===== src/rtl/ds_width_multiplier.sv =====
// Upsizing stream converter: packs FACTOR narrow words into one wide word.
// Define DS_WIDTH_MULTIPLIER_MSB_FIRST_EN to place the first word in the MSBs.
module ds_width_multiplier #(
   parameter int IWIDTH = 8,
   parameter int FACTOR = 4
) (
   input  logic                     clk,
   input  logic                     reset,
   input  logic [IWIDTH-1:0]        i_dat,
   input  logic                     i_val,
   output logic                     i_rdy,
   output logic [IWIDTH*FACTOR-1:0] o_dat,
   output logic                     o_val,
   input  logic                     o_rdy
);

   localparam int            CW   = (FACTOR > 1) ? $clog2(FACTOR) : 1;
   localparam logic [CW-1:0] LAST = CW'(FACTOR - 1);

   logic [CW-1:0]                   cnt_q, cnt_d;
   logic [FACTOR-2:0][IWIDTH-1:0]   acc_q, acc_d;
   logic [FACTOR-1:0][IWIDTH-1:0]   o_dat_q, o_dat_d;
   logic [FACTOR-1:0][IWIDTH-1:0]   wide;
   logic                            o_val_q, o_val_d;
   logic                            last, in_xfer, out_xfer;

   assign last     = (cnt_q == LAST);
   // Only the final word needs room in the output register.
   assign i_rdy    = ~last | ~o_val_q | o_rdy;
   assign in_xfer  = i_val & i_rdy;
   assign out_xfer = o_val_q & o_rdy;

   genvar k;
   generate
`ifdef DS_WIDTH_MULTIPLIER_MSB_FIRST_EN
      for (k = 0; k < FACTOR-1; k++) begin : g_slot
         assign wide[FACTOR-1-k] = acc_q[k];
      end
      assign wide[0] = i_dat;
`else
      for (k = 0; k < FACTOR-1; k++) begin : g_slot
         assign wide[k] = acc_q[k];
      end
      assign wide[FACTOR-1] = i_dat;
`endif
   endgenerate

   always_comb begin
      cnt_d   = cnt_q;
      acc_d   = acc_q;
      o_dat_d = o_dat_q;
      o_val_d = o_val_q;
      if (out_xfer) o_val_d = 1'b0;
      if (in_xfer) begin
         if (last) begin
            o_dat_d = wide;
            o_val_d = 1'b1;
            cnt_d   = '0;
         end else begin
            for (int j = 0; j < FACTOR-1; j++)
               if (cnt_q == CW'(j)) acc_d[j] = i_dat;
            cnt_d = cnt_q + 1'b1;
         end
      end
   end

   always_ff @(posedge clk or negedge reset) begin
      if (!reset) begin
         cnt_q   <= '0;
         acc_q   <= '0;
         o_dat_q <= '0;
         o_val_q <= 1'b0;
      end else begin
         cnt_q   <= cnt_d;
         acc_q   <= acc_d;
         o_dat_q <= o_dat_d;
         o_val_q <= o_val_d;
      end
   end

   assign o_dat = o_dat_q;
   assign o_val = o_val_q;

endmodule


===== config.mk =====
export PLATFORM = sky130hd
export DESIGN_NAME = ds_width_multiplier
export DESIGN_NICKNAME = d
export VERILOG_FILES = /design/src/rtl/ds_width_multiplier.sv
export SDC_FILE = /design/constraint.sdc
export NUM_CORES = 1
export LEC_CHECK = 0
export ABC_AREA = 1
export CORE_ASPECT_RATIO = 1.25
export CORE_MARGIN = 4
export CORE_UTILIZATION = 58
export CTS_BUF_LIST = sky130_fd_sc_hd__clkbuf_8
export DETAILED_ROUTE_END_ITERATION = 10
export PLACE_DENSITY = 0.87
export SLEW_MARGIN = 30
export SYNTH_ARGS = -nofsm -noshare
export SYNTH_HDL_FRONTEND = slang
export SYNTH_SLANG_ARGS = --single-unit
export TNS_END_PERCENT = 100

===== constraint.sdc =====
create_clock -name clk -period 1.85 [get_ports clk]
set_input_delay 0.185 -clock clk [delete_from_list [all_inputs] [get_ports clk]]
set_output_delay 0.185 -clock clk [all_outputs]
set_load 0.01 [all_outputs]

## Word-level counts from Yosys, hierarchy flattened

Index checks and enable logic that the tools add are counted.

- Register bits after elaboration: 59
- Input port bits: 12
- Output and inout port bits: 34
- Word-level logic and storage cells: 28

- Add/sub/neg operators: 1
- Equal/unequal tests: 3
- Muxes and demuxes: 4
- Bitwise gates (word level): 6
- Reduce and logical (&&, ||, !) cells: 5

Operators by type and width:

| kind | count |
|---|---|
| AND reduction 3 bit | 3 |
| equality test 2 bit, second input constant | 2 |
| two-way mux 1 bit | 3 |
| adder 2 x 1 -> 2 bit, second input constant | 1 |
| bitwise AND 1 bit | 2 |
| equality test 2 x 1 -> 1 bit, second input constant | 1 |
| logical NOT 2 bit | 1 |
| two-way mux 2 bit | 1 |
| inverter 1 bit | 2 |
| bitwise OR 1 bit | 2 |
| AND reduction 2 bit | 1 |

## Depth between registers and ports, before layout

Gate-level depths: netlist (run 1).

- Depth after elaboration: 6
- Depth in mapped cells: 7
- Gate-level depth less buffers: 6

## Worst setup path after synthesis (run 1)

Ideal clock, no wire load.

- Path kind: reg-to-reg
- Start point: register cnt_q[0]
- End point: register cnt_q[1]
- Setup time: 117 ps
- Arrival time: 1,078 ps
- Data required time: 1,733 ps
- Setup slack: 655 ps
- Cell stages (with the launch flop): 7
- Buffers on the path: 1
- Clock period less this slack: 1,195 ps
- Cell sequence: dfrtp_1 > ha_1 > buf_6 > nand3_1 > nand2_1 > nand2_1 > nand2_1

- Word-level cells in the longest chain between the ends: 5
- Elaborated cells between the ends (all ways): 7
- Those cells by class: add/sub: 1; eq/ne: 1; mux: 1; bitwise: 4

RTL lines:

| item | line | source |
|---|---|---|
| start: declaration | 20 | `logic [CW-1:0] cnt_q, cnt_d;` |
| start signal: assignment | 74 | `cnt_q <= cnt_d;` |
| equality test 2 bit | 27 | `assign last = (cnt_q == LAST);` |
| inverter 1 bit (no source line) | n/a |  |
| bitwise OR 1 bit (2 in a row) | 29 | `assign i_rdy = ~last \| ~o_val_q \| o_rdy;` |
| net i_rdy | 11 | `output logic i_rdy,` |
| bitwise AND 1 bit | 30 | `assign in_xfer = i_val & i_rdy;` |

The timed path passes the listed nets, and every way through them passes these cells.
A chain may end at the register's enable or synchronous reset.

## Worst setup path in the final report (run 1)

- Start point: register cnt_q[1]
- End point: register o_dat_q, in the netlist o_dat[26]

- Word-level cells in the longest chain between the ends: 6

RTL lines:

| item | line | source |
|---|---|---|
| equality test 2 bit * | 27 |  |
| inverter 1 bit (no source line) | n/a |  |
| bitwise OR 1 bit (2 in a row) | 29 |  |
| bitwise AND 1 bit | 30 |  |
| AND reduction 2 bit (no source line) * | n/a |  |
| end signal: assignment | 76 | `o_dat_q <= o_dat_d;` |
| end: declaration | 22 | `logic [FACTOR-1:0][IWIDTH-1:0] o_dat_q, o_dat_d;` |

Every way passes the cells marked *; elsewhere a longest branch is shown, timed or not.

==> results of run 1 <==
area by class of cell:
| cell class | instances | share of cell area [%] |
|---|---|---|
| Sequential cell | 59 | 45.1 |
| Multi-Input combinational cell | 192 | 29.4 |
| Timing Repair Buffer | 51 | 15.4 |
| Clock buffer | 11 | 4.63 |
| Clock inverter | 5 | 2.33 |
| Tap cell | 56 | 2.14 |
| Inverter | 8 | 0.918 |
power groups by stage:
stage / registers [mW] / logic, mW / clock network (mW)
2_1_floorplan: 2.29 / 1.02 / 0
3_3_place_gp: 2.18 / 1.92 / 0
3_5_place_dp: 2.20 / 1.97 / 0
4_1_cts: 2.19 / 2.01 / 1.33
5_1_grt: 2.25 / 2.25 / 1.39
6_report: 2.19 / 2.02 / 1.32
state kept, by name, summed over array words and instances (netlist names):
register	cells
o_dat	32
acc_q	24
o_val	1
cnt_q	2
layout by cell type, fill, tap and decap left out:
cell	netlist	layout
clkinvlp_4	0	1
nand2_2	1	1
nand3_4	1	2
dlygate4sd2_1	0	1
nand2_4	4	4
buf_12	0	1
bufinv_16	0	2
buf_2	8	1
clkbuf_8	0	11
ha_1	4	4
nor2_8	4	4
inv_1	6	7
dlygate4sd3_1	0	1
nand2_1	143	143
nand3_1	2	2
inv_2	2	2
clkinv_2	0	1
buf_4	1	4
nand4_1	32	32
dfrtp_1	59	59
clkdlybuf4s50_1	0	43
layer usage:
metal	wire (um)	vias up
li1	-	978
met1	2320	967
met2	2940	86
met3	366	18
met4	189	0
met5	0	-
final timing paths:
| path | start | endpoint | slack [ps] |
|---|---|---|---|
| setup / recovery | cnt_q[1]$_DFFE_PN0N_ | o_dat[26]$_DFFE_PN0P_ | 190 |
| hold / removal | reset | o_dat[13]$_DFFE_PN0P_ | 360 |
| setup reg to reg | cnt_q[1]$_DFFE_PN0N_ | o_dat[26]$_DFFE_PN0P_ | 190 |
| hold reg to reg | o_dat[9]$_DFFE_PN0P_ | o_dat[9]$_DFFE_PN0P_ | 470 |
| max in group asynchronous | reset | acc_q[6]$_DFFE_PN0P_ | 930 |
| min in group clk | o_dat[9]$_DFFE_PN0P_ | o_dat[9]$_DFFE_PN0P_ | 470 |
per-stage QoR:
stage	total power [mW]	hold slack (ps)	std cells
after global routing	5.90	420	382
after detailed placement	4.17	160	364
after CTS	5.53	328	381
final	5.53	361	382
after global placement	4.09	156	364
after floorplan	3.31	-111	272
critical path, delay by kind of cell (launching register included):
kind,cells,cell delay (ps)
AND/OR/NAND/NOR,3,530
adder cells (fa/ha/maj),1,190
flip-flops,1,400
buffers and inverters,1,400
logic make-up after synthesis:
family        synth area share, %
buf+inv                      5.24
simple gates                 35.0
fa+ha+maj                    1.96
flops                        57.8
repair_timing:
| item | in CTS | in global routing |
|---|---|---|
| gates cloned | 0 | 1 |
| hold buffers | 1 | 0 |
| pin swaps | 0 | 1 |
| resized for setup | 1 | 1 |
| endpoints found under the setup margin | 1 | 7 |
| hold endpoints to repair | 20 | 0 |
cell usage after synthesis:
master,instances,area [sq um]
buf_2,8,40.0
nand2_1,143,537
inv_2,2,7.51
nand4_1,32,200
buf_6,5,56.3
nor2_8,4,80.1
ha_1,4,50.1
nand3_4,1,17.5
buf_4,1,7.51
inv_1,6,22.5
nand2_4,4,45.0
nand3_1,2,10.0
dfrtp_1,59,1480
nand2_2,1,6.26
==> metrics, run 1 <==
# clock sinks 59; Post-layout nets 337; Iter 0 DRT Violations 122; dpl hpwl 3550 um; first-pass GRT wire length 9340 um; final worst-path cycle share 89.7%; CTS Root Cell clkbuf_8; H-tree Lvls 3; RSZ-0062 raised after global routing no; vias per inst 5.36; Max Cap Viol 0; Yosys Warn Count 0; met2 Use GR 38.3%; Worst setup EP type flip-flop; FP Rows 26; Die ar. 5540 sq um; fin. max-slew vios 0; Top Usage Layer GRT met2; cell count after synthesis 272; Syn Area/Cell 9.40 sq um; CP Data Arrival Time 1880 ps; Sum Neg Setup Slack 0 ps; met3 global-route usage 4.60%; Synth Net Count 288; Layout area overhead 28.0%; fraction of layout cells with a size suffix above 1 10.4%; Worst Path Max Fanout 36; Reg area 1480 sq um; pre-CTS setup slack 112 ps; switching pwr 1.92 mW; vias 2049; worst-margin pin slew 465 ps; slowest stage cell, crit path dfrtp_1; CTS tree done; outcome finished clean; design area 3270 sq um; Leakage 1.71 nW; grt total ovfl 0; Util after Layout 78.6%; area of the multi-input gates 963 sq um; Layout fillers 289; clock buffer count from CTS 9; IO Port Bufs 45; Yosys cell types 14; post-synth design cell area 2560 sq um; Hold Path Class in2async; clk_lat worst skew 340 ps; largest net degree at the start of global routing 40; internal power 3.61 mW; Diodes inserted 0; WL/cell 15.2 um; Synth Register Bits 59; Total GRT Usage 23.3%; post-layout min period 1660 ps; critical path class reg2reg; worst relative slew slack 69.0%; Worst path most repeated cell nand2_1; Crit path largest cell delay 400 ps; Worst-path clk slew 70 ps; total wire length 5810 um; Worst EP required 2070 ps; DIE WIDTH 67.4 um; Post-DRT Antenna Nets 0; pwr/cell area 1690 nW/um^2; Routability Congestion 0.840; cells along the critical path ha_1 > buf_4 > nand3_4 > nand2_1 > nand2_1; FMAX 603 MHz; switch share 34.7%; Die Ht 82.2 um; antenna violations before repair 0; global-route track usage on met1 28.4%; DRC viols 0; maximum buffer depth of the clock tree 2; io pins 46; Worst VDD drop 0.00108 V; Final Hold Fails 0; vias in the first global route 1999; 1st-pass router iterations 5; Seq pwr share 39.6%; Placed Instance Area 3020 sq um; setup violators final 0; Seq/Total Area, Yosys 57.8%; post-CTS setup buffers 0; R2R depth 5; clock skew 6.42 ps; CORE AREA 4160 sq um; final worst setup slack 191 ps; Comb pwr share 36.5%; Initial Util 61.4%; startpoint types flip-flop; clock group share of total power 23.9%
(Power assumes the default switching activity.)
==> run 2: changes to the inputs <==
--- a/config.mk
+++ b/config.mk
@@ -11,7 +11,9 @@
 export CORE_UTILIZATION = 58
 export CTS_BUF_LIST = sky130_fd_sc_hd__clkbuf_8
 export DETAILED_ROUTE_END_ITERATION = 10
+export GPL_TIMING_DRIVEN = 0
 export PLACE_DENSITY = 0.87
+export SKIP_CTS_REPAIR_TIMING = 1
 export SLEW_MARGIN = 30
 export SYNTH_ARGS = -nofsm -noshare
 export SYNTH_HDL_FRONTEND = slang
==> metrics, run 2 (synthesized netlist as in run 1, its figures left out) <==
H-tree Lvls 3 (unchanged); CTS Root Cell clkbuf_8; vias 2037 (-0.59%); Max Cap Viol 0 (unchanged); Sum Neg Setup Slack 0 ps (unchanged); DIE WIDTH 67.4 um (unchanged); Worst VDD drop 0.00114 V (+5.3%); Total GRT Usage 23.5% (+0.27 points); 1st-pass router iterations 7 (+2); outcome finished clean; Worst Path Max Fanout 9 (-75%); Worst setup EP type primary output; grt total ovfl 0 (unchanged); slowest stage cell, crit path dfrtp_1; Leakage 1.73 nW (+1.2%); Iter 0 DRT Violations 119 (-2.5%); commonest non-fill, non-tap cell in the layout nand2_1; CORE AREA 4160 sq um (unchanged); Crit path largest cell delay 420 ps (+20 ps); worst-margin pin slew 259 ps (-207 ps); Post-layout nets 345 (+2.4%); Comb pwr share 38.6% (+2.1 points); vias in the first global route 2072 (+3.7%); Layout area overhead 28.2%; CP top delay family flip-flops; Diodes inserted 0 (unchanged); io pins 46 (unchanged); pwr/cell area 1630 nW/um^2 (-3.5%); WL/cell 14.4 um (-5.3%); Worst EP required 1660 ps (-410 ps); most frequent cells in the layout nand2_1 (143), dfrtp_1 (59), clkdlybuf4s50_1 (42); fin. max-slew vios 0 (unchanged); r2r setup slk 490 ps (+300 ps); Buf+Inv Stages, Crit Path 2 (+1); antenna violations before repair 0 (unchanged); Post-DRT Antenna Nets 0 (unchanged); setup violators final 0 (unchanged); Worst-path clk slew 70 ps (about the same); switching pwr 1.90 mW (-0.98%); DRC viols 0 (unchanged); FMAX 613 MHz (+1.7%); Routability Congestion 0.838 (-0.27%); Die Ht 82.2 um (unchanged); maximum buffer depth of the clock tree 2 (unchanged); worst relative slew slack 82.7% (+14 points); critical path class reg2out; Final Hold Fails 0 (unchanged); clock buffer count from CTS 9 (unchanged); Util after Layout 78.7% (+0.15 points); largest net degree at the start of global routing 46 (+15%); clock group share of total power 20.5% (-3.4 points); area of the multi-input gates 946 sq um (-1.8%); CTS tree done; final worst setup slack 218 ps (+27.2 ps); total wire length 5600 um (-3.6%); dpl hpwl 3910 um (+10%); Reg area 1480 sq um (unchanged); cells along the critical path ha_1 > buf_6 > nand3_1 > dlymetal6s2s_1; FP Rows 26 (unchanged); startpoint types flip-flop; first-pass GRT wire length 9320 um (-0.15%); final worst-path cycle share 88.2% (-1.5 points); IO Port Bufs 44 (-2.2%); internal power 3.44 mW (-4.6%); switch share 35.6% (+0.86 points); # clock sinks 59 (unchanged); Hold Path Class in2reg; clk_lat worst skew 340 ps (about the same); Initial Util 61.4% (unchanged); vias per inst 5.24 (-2.4%); RSZ-0062 raised after global routing no; Die ar. 5540 sq um (unchanged); Layout fillers 282 (-2.4%); pre-CTS setup slack 195 ps (+83.8 ps); CP Data Arrival Time 1450 ps (-430 ps); post-layout min period 1630 ps (-27.2 ps); fraction of layout cells with a size suffix above 1 12.9% (+2.5 points); Largest register FFs 32 (unchanged); clock skew 7.51 ps (+1.08 ps); Seq pwr share 40.8% (+1.2 points)
run 2: changes by cell type in the layout (fill, tap and decap cells not counted), moves of 2 or more:
cell / before / now
clkbuf_8: 11 / 9
buf_6: 0 / 5
clkinv_2: 1 / 4
buf_2: 1 / 8
buf_4: 4 / 2
run 2: area by class of cell:
class / instances / share of cell area (%)
sequential: 59 / 45.0
tap: 56 / 2.14
clock buffer: 9 / 3.78
timing repair buffer: 46 / 14.4
buffer: 14 / 3.17
inverter: 8 / 0.916
multi-input combinational: 191 / 28.9
clock inverter: 6 / 1.76
run 2: per-layer routing:
metal  GRT usage (%)  share of wire, %
met4            13.0               2.6
met1            26.7                41
met3            5.82               5.5
met2            40.3                51
met5               0                 0
run 2: power groups by stage:
stage                     clock network, mW  logic [mW]  registers [mW]
after floorplan                           0        1.02            2.29
after global placement                    0        1.99            2.17
after detailed placement                  0        2.06            2.19
after CTS                              1.11        2.09            2.18
after global routing                   1.17        2.30            2.24
final                                  1.10        2.07            2.18
run 2: metrics by stage:
| stage | hold WS [ps] | total power [mW] | area, sq um | instances |
|---|---|---|---|---|
| after floorplan | -111 | 3.31 | 2560 | 272 |
| after global placement | 454 | 4.15 | 3070 | 372 |
| after detailed placement | 54.3 | 4.25 | 3080 | 373 |
| after CTS | -305 | 5.38 | 3270 | 388 |
| after global routing | 164 | 5.71 | 3280 | 389 |
| final | 159 | 5.34 | 3280 | 389 |
run 2: worst register-to-register path, stage by stage (launching register included):
cell and delay [ps]:
dfrtp_1 420, ha_1 220, buf_6 150, nor2_8 170, nand2_4 110, nand2_1 110
nand2_1 70
run 2: worst paths after layout:
kind                                      start                     to  cells after the start
min in group asynchronous                 reset        o_val$_DFF_PN0_                      2
hold reg to reg            o_dat[8]$_DFFE_PN0P_   o_dat[8]$_DFFE_PN0P_                      2
setup reg to reg           cnt_q[0]$_DFFE_PN0N_  acc_q[14]$_DFFE_PN0P_                      6
hold / removal                            i_val   o_dat[6]$_DFFE_PN0P_                      3
max in group asynchronous                 reset   o_dat[0]$_DFFE_PN0P_                      3
setup / recovery           cnt_q[0]$_DFFE_PN0N_                  i_rdy                      4
